==> config.mk <==
export PLATFORM = sky130hd
export DESIGN_NAME = irq_ctrl
export DESIGN_NICKNAME = d
export VERILOG_FILES = /design/src/rtl/irq_pkg.sv /design/src/rtl/irq_sync.sv /design/src/rtl/irq_ctrl.sv
export SDC_FILE = /design/constraint.sdc
export NUM_CORES = 1
export LEC_CHECK = 0
export BUFFER_PORTS_ARGS = -buffer_cell sky130_fd_sc_hd__buf_2
export CAP_MARGIN = 20
export CORE_UTILIZATION = 35
export DETAILED_ROUTE_END_ITERATION = 6
export PLACE_DENSITY_LB_ADDON = 0.1
export REMOVE_ABC_BUFFERS = 1
export SLEW_MARGIN = 10
export SYNTH_ARGS = -nofsm -noshare
export SYNTH_HDL_FRONTEND = slang
export SYNTH_SLANG_ARGS = --single-unit
==> constraint.sdc <==
create_clock -name clk -period 1.22 [get_ports clk]
set_input_delay 0.244 -clock clk [delete_from_list [all_inputs] [get_ports clk]]
set_output_delay 0.244 -clock clk [all_outputs]
set_load 0.05 [all_outputs]
==> src/rtl/irq_pkg.sv <==
// Shared types and constants for the interrupt controller.
package irq_pkg;

    // Handshake FSM states.
    typedef enum logic [1:0] {
        IDLE    = 2'd0,
        REQ     = 2'd1,
        SERVICE = 2'd2
    } irq_state_e;

    // Configuration write targets.
    localparam logic CFG_MASK = 1'b0;
    localparam logic CFG_CLR  = 1'b1;

endpackage : irq_pkg

==> src/rtl/irq_sync.sv <==
// Two-flop synchroniser plus delay flop; flags a rising edge of one source.
module irq_sync
    import irq_pkg::*;
(
    input  logic clk,
    input  logic reset,
    input  logic src,
    output logic rise_c
);

    logic sync1_q, sync1_d;
    logic sync2_q, sync2_d;
    logic dly_q,   dly_d;

    // Next values for the synchroniser chain and delay stage.
    always_comb begin
        sync1_d = src;
        sync2_d = sync1_q;
        dly_d   = sync2_q;
    end

    // Synchroniser and delay registers, synchronous active-low reset.
    always_ff @(posedge clk) begin
        if (!reset) begin
            sync1_q <= 1'b0;
            sync2_q <= 1'b0;
            dly_q   <= 1'b0;
        end else begin
            sync1_q <= sync1_d;
            sync2_q <= sync2_d;
            dly_q   <= dly_d;
        end
    end

    assign rise_c = sync2_q & ~dly_q;

endmodule : irq_sync

==> src/rtl/irq_ctrl.sv <==
// Interrupt controller: synchronised edge capture, pending/mask registers,
// lowest-index priority select and request/ack/return handshake with the PS.
module irq_ctrl
    import irq_pkg::*;
#(
    parameter int unsigned          NUM_IRQ  = 4,
    parameter int unsigned          VEC_W    = 2,
    parameter logic [NUM_IRQ-1:0]   MASK_RST = '0
) (
    input  logic               clk,
    input  logic               reset,
    input  logic [NUM_IRQ-1:0] irq_src,
    input  logic               cfg_we,
    input  logic               cfg_sel,
    input  logic [NUM_IRQ-1:0] cfg_wdata,
    input  logic               ps_ack,
    input  logic               ps_rti,
    output logic               interrupt,
    output logic [VEC_W-1:0]   irq_vec,
    output logic [NUM_IRQ-1:0] irq_pend,
    output logic [NUM_IRQ-1:0] irq_mask,
    output logic               irq_busy
);

    logic [NUM_IRQ-1:0] rise;
    logic [NUM_IRQ-1:0] pend_q, pend_d;
    logic [NUM_IRQ-1:0] mask_q, mask_d;
    logic [NUM_IRQ-1:0] req;
    logic [VEC_W-1:0]   win;
    logic               ack_take;
    irq_state_e         state_q, state_d;
    logic               interrupt_q, interrupt_d;
    logic [VEC_W-1:0]   vec_q, vec_d;
    logic               busy_q, busy_d;

    // One synchroniser/edge detector per source.
    for (genvar i = 0; i < NUM_IRQ; i++) begin : g_sync
        irq_sync u_sync (
            .clk    (clk),
            .reset  (reset),
            .src    (irq_src[i]),
            .rise_c (rise[i])
        );
    end

    // Priority select: lowest index among enabled pending requests.
    always_comb begin
        req = pend_q & mask_q;
        win = '0;
        for (int i = int'(NUM_IRQ) - 1; i >= 0; i--) begin
            if (req[i]) win = VEC_W'(i);
        end
    end

    // Pending and mask update; a fresh edge overrides any clear on the same bit.
    always_comb begin
        ack_take = (state_q == REQ) && ps_ack;
        pend_d   = pend_q;
        mask_d   = mask_q;
        if (cfg_we && (cfg_sel == CFG_CLR))  pend_d = pend_d & ~cfg_wdata;
        if (cfg_we && (cfg_sel == CFG_MASK)) mask_d = cfg_wdata;
        if (ack_take)                        pend_d[vec_q] = 1'b0;
        pend_d = pend_d | rise;
    end

    // Handshake FSM next state and registered outputs.
    always_comb begin
        state_d     = state_q;
        interrupt_d = interrupt_q;
        vec_d       = vec_q;
        busy_d      = busy_q;
        case (state_q)
            IDLE: begin
                if (req != '0) begin
                    vec_d       = win;
                    interrupt_d = 1'b1;
                    state_d     = REQ;
                end
            end
            REQ: begin
                if (ps_ack) begin
                    interrupt_d = 1'b0;
                    busy_d      = 1'b1;
                    state_d     = SERVICE;
                end
            end
            SERVICE: begin
                if (ps_rti) begin
                    busy_d  = 1'b0;
                    state_d = IDLE;
                end
            end
            default: begin
                interrupt_d = 1'b0;
                busy_d      = 1'b0;
                state_d     = IDLE;
            end
        endcase
    end

    // State and output registers, synchronous active-low reset.
    always_ff @(posedge clk) begin
        if (!reset) begin
            state_q     <= IDLE;
            pend_q      <= '0;
            mask_q      <= MASK_RST;
            interrupt_q <= 1'b0;
            vec_q       <= '0;
            busy_q      <= 1'b0;
        end else begin
            state_q     <= state_d;
            pend_q      <= pend_d;
            mask_q      <= mask_d;
            interrupt_q <= interrupt_d;
            vec_q       <= vec_d;
            busy_q      <= busy_d;
        end
    end

    assign interrupt = interrupt_q;
    assign irq_vec   = vec_q;
    assign irq_pend  = pend_q;
    assign irq_mask  = mask_q;
    assign irq_busy  = busy_q;

endmodule : irq_ctrl

==> results of run 1 <==
critical path: stages, from the launching register on:
cell and delay (ns):
dfxtp_2 0.34, buf_4 0.14, buf_6 0.14
power breakdown:
part,leakage [nW],internal (W),switching [W]
registers,0.216,0.000886,0.0000204
logic,0.315,0.0000822,0.000125
clock network,0.0138,0.000115,0.000232
total,0.544,0.00108,0.000376
metrics by stage:
stage,setup WS [ns],hold slack [ns]
2_1_floorplan,-0.1530,0.3492
3_5_place_dp,0.1697,0.3993
4_1_cts,0.003039,0.1170
6_report,0.04506,0.1297
5_1_grt,0.002536,0.1166
3_3_place_gp,0.1715,0.3928
cell usage after synthesis:
cell | instances | area, um^2
nor2_1 | 10 | 37.54
mux2i_1 | 5 | 50.05
nand2_1 | 12 | 45.04
and2_1 | 8 | 50.05
buf_2 | 2 | 10.01
a22oi_1 | 1 | 7.510
o22ai_1 | 1 | 6.260
inv_2 | 1 | 3.750
a32oi_1 | 1 | 8.760
a211o_1 | 1 | 8.760
a2111oi_1 | 1 | 10.01
clkbuf_1 | 1 | 3.750
nor3b_1 | 1 | 7.510
o21ai_1 | 3 | 15.01
inv_1 | 4 | 15.01
nor2b_1 | 1 | 6.260
nand4_1 | 1 | 6.260
nand3_1 | 7 | 35.03
dfxtp_1 | 26 | 520.5
o21ai_0 | 1 | 5.000
nor3_1 | 2 | 10.01
a21oi_1 | 5 | 25.02
o2111ai_1 | 2 | 17.52
and3b_4 | 1 | 12.51
timing repair:
item,in CTS,in global routing
endpoints found under the setup margin,8,10
resized for setup,13,13
hold endpoints to repair,0,0
per-layer routing:
layer,up-vias,GRT usage (%),wire length [um]
met5,-,0,0
met4,0,7.895,19
met3,2,2.586,78
met2,22,23.00,764
met1,336,18.95,887
li1,398,-,-
how the worst max path moves through the flow:
stage / end / slack [ns] / depth (start not counted)
6_report: irq_pend[3] / 0.05 / 2
5_1_grt: irq_pend[1] / 0.003 / 2
4_1_cts: irq_pend[2] / 0.003 / 1
3_5_place_dp: irq_pend[1] / 0.17 / 4
3_3_place_gp: irq_pend[1] / 0.17 / 4
2_1_floorplan: state_q[0] / -0.15 / 4
state kept, by name (all words and copies together) (netlist names):
name                   count
g_sync.u_sync.dly_d        4
g_sync.u_sync.dly_q        4
g_sync.u_sync.sync1_q      4
interrupt                  1
irq_busy                   1
irq_mask                   4
irq_pend                   4
irq_vec                    2
state_q                    2
layout make-up:
| class | count | area [um^2] | area share [%] |
|---|---|---|---|
| well taps | 30 | 37.54 | 3.148 |
| repair buffers | 31 | 220.2 | 18.47 |
| inverters | 5 | 18.77 | 1.574 |
| clock buffers | 3 | 22.52 | 1.889 |
| multi-input cells | 64 | 364.1 | 30.54 |
| flip-flops and latches | 26 | 529.3 | 44.39 |
logic make-up after synthesis:
family,count (synthesis)
simple gates,43
buf+inv,8
mux,5
flops,26
compound gates,16
==> flow_summary.json, run 1 <==
{
  "status": "completed",
  "grt_antenna_before_repair": 0,
  "worst_clk_skew_ns": 0.003377,
  "sequential_area_share_after_synthesis_pct": 56.75,
  "final-instance-count-excl-fill": 159,
  "areaGrowthSynthToFinish_pct": 30.01,
  "synth_compound_gate_area_share_pct": 11.32,
  "synthMuxAreaShare_pct": 5.457,
  "worstHoldPathCells": 2,
  "synth_top_family_by_area": "simple AND/OR/NAND/NOR gates",
  "die_height_um": 53.19,
  "wire_per_inst_um": 11.00,
  "post_drt_via_cell_ratio": 4.767,
  "total_leakage_power_nw": 0.5442,
  "final_net_count": 145,
  "root_driver": "clkbuf_4",
  "route.vias.total": 758,
  "most_common_library_cell_in_the_layout_ignoring_fill_and_taps": "dfxtp_1",
  "grt_pass1_wl_um": 2953,
  "worst-slew-pin-transition_ns": 0.2892,
  "max_clock_freq_mhz": 851.1,
  "ios": 26,
  "total_die_area_um2": 2829,
  "postLayoutCellArea_um2": 1192,
  "drt.antenna.violating_nets": 0,
  "cts-hold-fix-buffers": 0,
  "irDropWorstVdd_uv": 797.4,
  "capture_endpoint_of_the_worst_hold_path": "g_sync[0].u_sync.sync1_q",
  "finalWorstPathRequiredPeriod_ns": 1.175,
  "power.density_cell_area_nw_per_um2": 1225,
  "reg2reg_from": "irq_mask[1]",
  "cts-root-to-sink-buffers": 2,
  "core_um2": 2477,
  "synth_simple_gate_area_share_pct": 22.92,
  "synth_xor_xnor_area_share_pct": 0,
  "finalSetupTns_ns": 0,
  "synth_adder_area_share_pct": 0,
  "yosysWarnings": 0,
  "fin_crit_sh_pct": 96.31,
  "globalplace.congestion": 0.8140,
  "holdCritPathClass": "input port to flip-flop",
  "final_layout_size_suffix_gt1_share_pct": 33.33,
  "totalWireLength_um": 1749,
  "cts.reportedPaths.clkPinSlew_ns": 0.13,
  "diodes": 0,
  "rsz_0062_raised_after_global_routing": "false",
  "grt_start_max_net_pins": 18,
  "synthesis.area_per_instance_um2": 9.358,
  "chipWidth_um": 53.19,
  "finish.utilization_pct": 48.13,
  "ff2ff_path_depth": 4,
  "critPathKind": "flip-flop to output port",
  "post-layout-total-power_w": 0.001460,
  "placement_rows": 18,
  "grt_remaining_overflow": 0,
  "post-cts-setup-buffers": 0,
  "kind_of_launch_point_of_the_worst_setup_path": "flip-flop",
  "setup.worst_path.end_class": "output port",
  "postSynthRegisterBits": 26,
  "reg2reg_to": "irq_vec[0]",
  "timing.critical_path.from": "irq_pend[3]",
  "drt_first_pass_iters": 4,
  "dp_hpwl_um": 1300,
  "finalMaxSlewViolations": 0,
  "grt.total_usage_pct": 14.68,
  "setup-violations-final": 0,
  "hold_viol": 0,
  "worstSkewPairLatency_ns": 0.31,
  "critPathRequiredTime_ns": 0.98,
  "port-buffer-count": 25,
  "cts_num_sinks": 26,
  "initial_utilization_pct": 37.02,
  "setup_slack_of_the_most_critical_reg_to_reg_path_ns": 0.13,
  "htreeDepth": 1,
  "placed_cells": 157,
  "timing.max_slew.rel_slack_pct": 80.67,
  "maxCapViolCount": 0,
  "cts_tree": "done",
  "hp-start": "irq_src[0]",
  "path_max_fanout": 3,
  "cts-buffers-inserted": 3,
  "mostFrequentLayoutCells": "dfxtp_1, buf_2, nand2_1",
  "filler_cell_count": 256,
  "synth_cell_types": 24,
  "first_global_vias": 685,
  "drcViolationCount": 0,
  "synth_cells": 98,
  "cp.arrival_ns": 0.93,
  "synthesized_area_um2": 917.1,
  "detailed_place.area_um2": 1119,
  "drt_iter0_markers": 14
}
Note: power is estimated with default switching activity, not from simulation.
==> inputs of run 2 (changes only) <==
- CORE_MARGIN: default -> 4
==> flow_summary.json, run 2 (synthesis gave the netlist of run 1 again) <==
{
  "status": "completed",
  "worstSkewPairLatency_ns": 0.32,
  "timing.max_slew.rel_slack_pct": 80.84,
  "area_occupied_by_multi_input_gates_um2": 364.1,
  "top_layer": "met4",
  "kind_of_launch_point_of_the_worst_setup_path": "flip-flop",
  "holdCritPathClass": "input port to flip-flop",
  "cts_num_sinks": 26,
  "first_global_vias": 738,
  "worst-slew-pin-transition_ns": 0.2866,
  "total_die_area_um2": 3503,
  "grt_start_max_net_pins": 18,
  "initial_utilization_pct": 37.02,
  "core_um2": 2477,
  "max_clock_freq_mhz": 841.6,
  "grt_antenna_before_repair": 0,
  "hold_viol": 0,
  "finalWorstPathRequiredPeriod_ns": 1.188,
  "port-buffer-count": 25,
  "placement_rows": 18,
  "routedLengthMet1_um": 885,
  "critPathKind": "flip-flop to output port",
  "grt.total_usage_pct": 11.67,
  "drt_iter0_markers": 28,
  "chipWidth_um": 59.19,
  "worst_clk_skew_ns": 0.0009147,
  "final_net_count": 146,
  "irDropWorstVdd_uv": 1048,
  "areaGrowthSynthToFinish_pct": 35.06,
  "critPathRequiredTime_ns": 0.98,
  "drcViolationCount": 0,
  "cp.arrival_ns": 0.94,
  "cts-root-to-sink-buffers": 2,
  "detailed_place.area_um2": 1119,
  "ios": 26,
  "mostFrequentLayoutCells": "dfxtp_1, buf_2, nand2_1, buf_4, nor2_1",
  "grt_pass1_wl_um": 3125,
  "final_layout_size_suffix_gt1_share_pct": 35.11,
  "cts-buffers-inserted": 3,
  "path_max_fanout": 3,
  "post-layout-total-power_w": 0.001702,
  "postLayoutCellArea_um2": 1239,
  "setup-violations-final": 0,
  "cts_tree": "done",
  "placed_cells": 157,
  "cts.reportedPaths.clkPinSlew_ns": 0.14,
  "maxCapViolCount": 0,
  "root_driver": "clkbuf_4",
  "totalWireLength_um": 1904,
  "met3RoutedLength_um": 132,
  "grt_remaining_overflow": 0,
  "dp_hpwl_um": 1368,
  "power.density_cell_area_nw_per_um2": 1374,
  "post_drt_via_cell_ratio": 4.801,
  "drt_first_pass_iters": 4,
  "finalMaxSlewViolations": 0,
  "most_common_library_cell_in_the_layout_ignoring_fill_and_taps": "dfxtp_1",
  "final-instance-count-excl-fill": 161,
  "diodes": 0,
  "regArea_um2": 530.5,
  "met2_wirelength_um": 855,
  "filler_cell_count": 255,
  "route.vias.total": 773,
  "drt.antenna.violating_nets": 0,
  "total_leakage_power_nw": 0.5665,
  "fin_crit_sh_pct": 97.39,
  "die_height_um": 59.19,
  "globalplace.congestion": 0.8100,
  "htreeDepth": 1,
  "setup.worst_path.end_class": "output port",
  "wire_per_inst_um": 11.83
}
[run 2: cell count changes in the layout (fill, tap and decap cells not counted), sizes merged]
cell / delta
clkbuf: -1
bufinv: +1
buf: +2
[run 2: path summary, 6_finish.rpt]
kind,cells past startpoint,to,startpoint,slack [ns]
setup / recovery,2,irq_pend[3],irq_pend[3],0.03
hold / removal,2,g_sync[1].u_sync.sync1_q,irq_src[1],0.12
setup reg to reg,4,irq_pend[1],state_q[1],0.14
hold reg to reg,1,irq_pend[3],g_sync[3].u_sync.dly_q,0.41
[run 2: what timing repair did]
| action | in CTS | in global routing |
|---|---|---|
| hold buffers | 0 | 0 |
| resized for setup | 16 | 12 |
| endpoints found under the setup margin | 10 | 8 |
| cloned | 0 | 0 |
| endpoints found under the hold margin | 0 | 0 |
| pin swaps | 0 | 0 |
| buffers inserted | 0 | 0 |
[run 2: per-layer routing]
metal	global-route usage (%)	up-vias
met5	0	-
met4	3.883	0
met3	4.357	4
met2	19.34	22
met1	13.79	346
li1	-	401
[run 2: area by class of cell]
cell class	instances	area share [%]
clock buffer	3	1.818
clock inverter	1	2.424
inverter	5	1.515
multi-input combinational	64	29.39
sequential	26	42.83
tap	30	3.030
timing repair buffer	32	18.99
[run 2: report_power, final]
group / switching, W / internal [W] / total [W] / leakage, nW
Clock: 0.000249 / 0.000332 / 0.000581 / 0.0279
Combinational: 0.000129 / 0.0000868 / 0.000216 / 0.322
Sequential: 0.0000193 / 0.000887 / 0.000906 / 0.216
Total: 0.000397 / 0.00131 / 0.00170 / 0.566
[run 2: stage by stage]
stage / utilization, % / setup WS, ns / hold WS (ns) / TNS (ns)
2_1_floorplan: - / -0.1530 / 0.3492 / -0.1982
3_3_place_gp: 45.15 / 0.1746 / 0.3922 / 0
3_5_place_dp: 45.15 / 0.1629 / 0.3994 / 0
4_1_cts: 48.89 / 0.002193 / 0.1026 / 0
5_1_grt: 50.00 / -0.00007427 / 0.09873 / -0.00007427
6_report: 50.00 / 0.03180 / 0.1182 / 0
[run 2: worst max-delay path, cell delays in order (launching register included)]
cell and delay (ns):
dfxtp_2 0.35, buf_4 0.14, buf_6 0.14
